$ cat src/rtl/spi_pkg.sv
// spi_pkg: shared types and constants for the SPI slave front-end.
//   SPI_ADDR_SIZE / SPI_FRAME_W : default RAM address width and MOSI frame width
//   CMD_*                       : frame command field encodings (frame bits [9:8])
//   spi_state_e                 : slave FSM states
package spi_pkg;

  localparam int unsigned SPI_ADDR_SIZE = 8;
  localparam int unsigned SPI_FRAME_W   = SPI_ADDR_SIZE + 2;

  localparam logic [1:0] CMD_WR_ADDR = 2'b00;
  localparam logic [1:0] CMD_WR_DATA = 2'b01;
  localparam logic [1:0] CMD_RD_ADDR = 2'b10;
  localparam logic [1:0] CMD_RD_DATA = 2'b11;

  typedef enum logic [2:0] {
    IDLE,
    RECV,
    WAIT_TX,
    SEND,
    DONE
  } spi_state_e;

endpackage

$ cat src/rtl/spi_shift_reg.sv
// spi_shift_reg: shift-left register, serial-in/parallel-out with parallel load.
//   clk, rst_n : clock, asynchronous active-low reset
//   shift_en   : shift q left by one, sin enters at bit 0
//   load       : load pdata (takes priority over shift_en)
//   sin        : serial input
//   pdata      : parallel load value
//   q          : register contents (MSB is the oldest serial bit)
module spi_shift_reg #(
  parameter int unsigned WIDTH = 9
) (
  input  logic             clk,
  input  logic             rst_n,
  input  logic             shift_en,
  input  logic             load,
  input  logic             sin,
  input  logic [WIDTH-1:0] pdata,
  output logic [WIDTH-1:0] q
);

  always_ff @(posedge clk or negedge rst_n) begin
    if (!rst_n) begin
      q <= '0;
    end else if (load) begin
      q <= pdata;
    end else if (shift_en) begin
      q <= {q[WIDTH-2:0], sin};
    end
  end

endmodule

$ cat src/rtl/spi_slave.sv
// spi_slave: SPI slave front-end between an external SPI master and the command RAM.
//   Receives ADDR_SIZE+2 bit MOSI frames (MSB first), presents them on rx_data with a
//   one-cycle rx_valid strobe, and for rd-data frames (cmd 11) serialises the RAM's
//   tx_data byte back on MISO (MSB first). All inputs are synchronous to clk.
// Ports:
//   clk, rst_n          : system clock, asynchronous active-low reset
//   SS_n, MOSI          : slave select (active low), serial data in
//   MISO                : registered serial data out
//   rx_data, rx_valid   : assembled frame and its one-cycle strobe
//   tx_data, tx_valid   : read byte from RAM and its one-cycle strobe
// Build option:
//   SPI_SLAVE_RD_ORDER_EN : a rd-data frame is forwarded only after a rd-addr frame;
//                           otherwise it is dropped silently.
module spi_slave
  import spi_pkg::*;
#(
  parameter int unsigned ADDR_SIZE = SPI_ADDR_SIZE
) (
  input  logic                 clk,
  input  logic                 rst_n,
  input  logic                 SS_n,
  input  logic                 MOSI,
  output logic                 MISO,
  output logic [ADDR_SIZE+1:0] rx_data,
  output logic                 rx_valid,
  input  logic [7:0]           tx_data,
  input  logic                 tx_valid
);

  localparam int unsigned FW = ADDR_SIZE + 2;
  // The last frame bit is taken straight from MOSI, so only FW-1 bits are stored.
  localparam int unsigned SW = FW - 1;
  localparam logic [3:0] RX_LAST = 4'(FW - 1);
  localparam logic [3:0] TX_LAST = 4'd7;

  spi_state_e      state, state_nxt;
  logic [3:0]      bit_cnt, cnt_nxt;
  logic            miso_nxt, rx_valid_nxt, rx_load;
  logic            sr_shift, sr_load;
  logic [SW-1:0]   sr_q, sr_pdata;
  logic [1:0]      cmd;
  logic            rd_frame, rd_ok, rx_last;

  // Byte sits right-aligned so bit 6 of the stored value is always the next MISO bit.
  assign sr_pdata = SW'(tx_data);
  assign cmd      = sr_q[SW-1:SW-2];
  assign rx_last  = (bit_cnt == RX_LAST);

  always_comb begin
    rd_frame = 1'b0;
    case (cmd)
      CMD_WR_ADDR, CMD_WR_DATA, CMD_RD_ADDR: rd_frame = 1'b0;
      CMD_RD_DATA:                           rd_frame = 1'b1;
      default:                               rd_frame = 1'b0;
    endcase
  end

`ifdef SPI_SLAVE_RD_ORDER_EN
  logic rd_seen, rd_seen_nxt;
  assign rd_ok = !rd_frame || rd_seen;
`else
  assign rd_ok = 1'b1;
`endif

  spi_shift_reg #(.WIDTH(SW)) u_shift (
    .clk      (clk),
    .rst_n    (rst_n),
    .shift_en (sr_shift),
    .load     (sr_load),
    .sin      (MOSI),
    .pdata    (sr_pdata),
    .q        (sr_q)
  );

  always_ff @(posedge clk or negedge rst_n) begin
    if (!rst_n) state <= IDLE;
    else        state <= state_nxt;
  end

  always_comb begin
    state_nxt = state;
    if (SS_n) begin
      state_nxt = IDLE;
    end else begin
      case (state)
        IDLE:    state_nxt = RECV;
        RECV:    if (rx_last) state_nxt = (rd_frame && rd_ok) ? WAIT_TX : DONE;
        WAIT_TX: if (tx_valid) state_nxt = SEND;
        SEND:    if (bit_cnt == TX_LAST) state_nxt = DONE;
        DONE:    state_nxt = DONE;
        default: state_nxt = IDLE;
      endcase
    end
  end

  always_comb begin
    sr_shift     = 1'b0;
    sr_load      = 1'b0;
    cnt_nxt      = bit_cnt;
    miso_nxt     = MISO;
    rx_valid_nxt = 1'b0;
    rx_load      = 1'b0;
`ifdef SPI_SLAVE_RD_ORDER_EN
    rd_seen_nxt  = rd_seen;
`endif
    if (SS_n) begin
      cnt_nxt  = '0;
      miso_nxt = 1'b0;
    end else begin
      case (state)
        IDLE: begin
          sr_shift = 1'b1;
          cnt_nxt  = 4'd1;
        end
        RECV: begin
          sr_shift = 1'b1;
          if (rx_last) begin
            cnt_nxt = '0;
            if (rd_ok) begin
              rx_valid_nxt = 1'b1;
              rx_load      = 1'b1;
            end
`ifdef SPI_SLAVE_RD_ORDER_EN
            if (cmd == CMD_RD_ADDR) rd_seen_nxt = 1'b1;
            else if (rd_frame)      rd_seen_nxt = 1'b0;
`endif
          end else begin
            cnt_nxt = bit_cnt + 4'd1;
          end
        end
        WAIT_TX: begin
          if (tx_valid) begin
            sr_load  = 1'b1;
            miso_nxt = tx_data[7];
            cnt_nxt  = '0;
          end
        end
        SEND: begin
          if (bit_cnt == TX_LAST) begin
            miso_nxt = 1'b0;
            cnt_nxt  = '0;
          end else begin
            sr_shift = 1'b1;
            miso_nxt = sr_q[6];
            cnt_nxt  = bit_cnt + 4'd1;
          end
        end
        default: ;
      endcase
    end
  end

  always_ff @(posedge clk or negedge rst_n) begin
    if (!rst_n) begin
      bit_cnt  <= '0;
      MISO     <= 1'b0;
      rx_valid <= 1'b0;
      rx_data  <= '0;
`ifdef SPI_SLAVE_RD_ORDER_EN
      rd_seen  <= 1'b0;
`endif
    end else begin
      bit_cnt  <= cnt_nxt;
      MISO     <= miso_nxt;
      rx_valid <= rx_valid_nxt;
      if (rx_load) rx_data <= {sr_q, MOSI};
`ifdef SPI_SLAVE_RD_ORDER_EN
      rd_seen  <= rd_seen_nxt;
`endif
    end
  end

endmodule

$ cat config.mk
export PLATFORM = sky130hd
export DESIGN_NAME = spi_slave
export DESIGN_NICKNAME = d
export VERILOG_FILES = /design/src/rtl/spi_pkg.sv /design/src/rtl/spi_shift_reg.sv /design/src/rtl/spi_slave.sv
export SDC_FILE = /design/constraint.sdc
export NUM_CORES = 1
export LEC_CHECK = 0
export CORE_MARGIN = 2
export CORE_UTILIZATION = 40
export CTS_CLUSTER_SIZE = 12
export DETAILED_ROUTE_END_ITERATION = 10
export PLACE_DENSITY = 0.71
export SLEW_MARGIN = 20
export SYNTH_ARGS = -nofsm -noshare
export SYNTH_HDL_FRONTEND = slang
export SYNTH_SLANG_ARGS = --single-unit
$ cat constraint.sdc
create_clock -name clk -period 1.85 [get_ports clk]
set_input_delay 0.185 -clock clk [delete_from_list [all_inputs] [get_ports clk]]
set_output_delay 0.185 -clock clk [all_outputs]
set_load 0.005 [all_outputs]
==> impl_metrics.csv <==
group,metric,value,unit
cts,clock_latency,0.33,ns
final_layout,fillers,311,
placed_design,dp_hpwl,2140,um
final_layout,diodes,0,
timing,setup_slack,0.142,ns
synthesis,synth_top_area_share,47.9,%
timing,fin_crit,1.71,ns
cts,cts.sinks,28,
cts,cts-resized-gates,0,
synthesis,synth_top_family_by_area,"simple AND/OR/NAND/NOR gates",
critical_path,cp_num_buf_inv,0,
global_routing,grt_overflow,0,
final_layout,nets,167,
critical_path,cp_cell_sequence,"ha_1 -> and4bb_2 -> nand2_2 -> mux2_2",
critical_path,arrival,1.95,ns
synthesis,netlist_instances,126,
run,maxCapViolations,0,
power,switching_share,21.9,%
power,p_sw,0.255,mW
cts,clkSlewWorstSetupHoldPaths,0.15,ns
power,vdd_drop_max,320,uV
synthesis,synthAdderAreaFrac,1.71,%
synthesis,synth.distinct_cells,43,
synthesis,synth_area,1460,um2
final_layout,finish.utilization,52.5,%
cts,cts_tree,"done",
synthesis,yosys_warnings,0,
global_routing,antenna_found_initial,0,
critical_path,endpoint,"rx_data[4]$_DFFE_PN0P_",
critical_path,endpoint_kind,"register",
detailed_routing,wl,2870,um
floorplanning,dieArea,4160,um2
global_routing,grt_max_degree,29,
critical_path,regToRegSetupSlack,0.14,ns
synthesis,synth-simple-area-share,17.1,%
critical_path,critPathKind,"reg -> reg",
timing,finalHoldViolCount,0,
synthesis,netlist_top_cells_count,"dfrtp_1, inv_1, mux2_4, a222oi_1, o21ai_0",
timing,slew_violations,0,
synthesis,ys_top_cells_by_area,"dfrtp_1, mux2_4, a222oi_1",
cts,ctsHoldBuffers,0,
synthesis,avgSynthCellArea,11.6,um2
power,power.internal,0.909,mW
timing,skew,0.00669,ns
synthesis,synth_edf_count,0,
critical_path,crit_family,"simple AND/OR/NAND/NOR gates",
critical_path,crit_fanout,11,
power,p_per_area,649,nW/um2
floorplanning,rows,21,
synthesis,ys.flop_type,"dfrtp_1",
placed_design,placed_cells,193,
synthesis,muxShareOfSynthArea,10.7,%
detailed_routing,drc_errors,0,
synthesis,synth.most_common_cell,"dfrtp_1",
detailed_routing,dr.pass1.iters,6,
cts,numCtsBuffers,3,
placed_design,port_buffers,24,
detailed_routing,avgRoutedWirePerCell,14.5,um
critical_path,r2r-end,"rx_data[4]$_DFFE_PN0P_",
critical_path,crit_slowest_cell,"dfrtp_1",
synthesis,yosysTopAreaCell,"dfrtp_1",
cts,post_cts_buffers,0,
cts,clockBufferDepth,2,
global_routing,grt_pass1_vias,1073,
global_routing,track_usage,15.0,%
placed_design,pre_cts_ws,0.0254,ns
run_status,status,"completed",
power,leakage,0.867,nW
placed_design,place.gp.congestion,0.875,
critical_path,critPathRequiredTime,2.09,ns
timing,setup_tns,0,ns
critical_path,start_kind,"register",
min_path,min_path_type,"in -> async",
timing,worst_pin_slew,0.417,ns
detailed_routing,ant_nets,0,
floorplanning,coreArea,3420,um2
final_layout,syn_to_final_growth,22.6,%
critical_path,crit_cells,4,
final_layout,drive_gt1_share,17.2,%
floorplanning,die_h,64.5,um
power,power,1.16,mW
synthesis,ys_async_sr_fraction,100,%
timing,finalSetupViolCount,0,
critical_path,r2r-start,"bit_cnt[0]$_DFFE_PN0P_",
timing,fmax,585,MHz
critical_path,cp_slowest_stage_delay,0.46,ns
final_layout,final_cells,197,
synthesis,synth_seq_cells,28,
power,power_frac_seq,55.7,%
timing,rsz0062_at_grt,"false",
global_routing,grt_pass1_wl,4920,um
critical_path,reg2regPathDepth,4,
synthesis,syn_nets,141,
cts,h-tree-depth,1,
power,pwr-share-comb,9.9,%
synthesis,synth_compound_area_share,13.8,%
floorplanning,ios,25,
cts,root_buffer,"clkbuf_4",
detailed_routing,vias,1087,
synthesis,synth_xor_xnor_area_share,0,%
floorplanning,initial_core_util,42.8,%
critical_path,crit_start,"bit_cnt[0]$_DFFE_PN0P_",
timing,finalCritPeriodShare,92.3,%
timing,slew_headroom,72.1,%
detailed_routing,viasPerCell,5.52,
synthesis,ys_seq_area_share,47.9,%
floorplanning,fp.dieW,64.5,um
detailed_routing,drt_iter0_markers,102,
power,clockPowerShare,34.4,%
[power groups by stage]
| stage | Clock [mW] | Combinational [mW] | Sequential [mW] |
|---|---|---|---|
| 2_1_floorplan | 0 | 0.0608 | 0.653 |
| 3_3_place_gp | 0 | 0.112 | 0.659 |
| 3_5_place_dp | 0 | 0.116 | 0.660 |
| 4_1_cts | 0.413 | 0.116 | 0.649 |
| 5_1_grt | 0.443 | 0.129 | 0.652 |
| 6_report | 0.400 | 0.115 | 0.648 |
[state kept, by name (all words and copies together) (netlist names)]
name and count:
u_shift.q 9, rx_valid 1, rx_data 10, state 3, bit_cnt 4, MISO 1
[metrics by stage]
stage / cell area (um2) / hold WS, ns
after floorplan: 1460 / -0.111
after global placement: 1740 / 0.491
after detailed placement: 1740 / 0.493
after CTS: 1790 / 0.227
after global routing: 1790 / 0.234
final: 1790 / 0.219
[cells by family after synthesis]
logic type	Yosys count
muxes	11
AOI/OAI and AO/OA	25
buffers and inverters	28
and+or+nand+nor	32
DFF	28
adders and majority gates	2
[placed cells by master (no fill, tap or decap), drive strengths merged, types with 2 or more instances in the layout]
cell type,instances
dfrtp,28
clkdlybuf4s50,24
inv,21
mux2,10
a222oi,8
o21ai,4
buf,4
nand4b,3
and4b,3
nand3,3
nor2b,3
clkbuf,3
nor3b,3
nor2,2
or2,2
a21oi,2
o211ai,2
nand4,2
ha,2
nand2,2
nor3,2
[final cells by class]
class | count | area, um2 | area share, %
sequential | 28 | 701 | 39.1
timing repair buffer | 28 | 270 | 15.1
clock inverter | 1 | 30.0 | 1.67
tap | 46 | 57.6 | 3.21
clock buffer | 3 | 22.5 | 1.26
multi-input combinational | 70 | 633 | 35.3
inverter | 21 | 78.8 | 4.40
[how the worst min path moves through the flow]
stage,slack (ns),startpoint,to,cells past startpoint
floorplan,-0.11,rst_n,MISO$_DFFE_PN0P_,0
global placement,0.49,u_shift.q[0]$_DFFE_PN0P_,rx_data[1]$_DFFE_PN0P_,1
detailed placement,0.49,u_shift.q[4]$_DFFE_PN0P_,rx_data[5]$_DFFE_PN0P_,1
CTS,0.23,rst_n,rx_data[8]$_DFFE_PN0P_,2
global route,0.23,rst_n,rx_data[8]$_DFFE_PN0P_,2
finish,0.22,rst_n,rx_data[7]$_DFFE_PN0P_,2
[layer usage]
metal / vias to the layer above / routed length (um) / GRT usage [%]
met5: - / 0 / 0
met4: 0 / 35 / 3.99
met2: 34 / 1380 / 24.7
met3: 4 / 112 / 2.60
li1: 509 / - / -
met1: 540 / 1340 / 20.5
No activity file was read; power rests on OpenSTA's default activity.
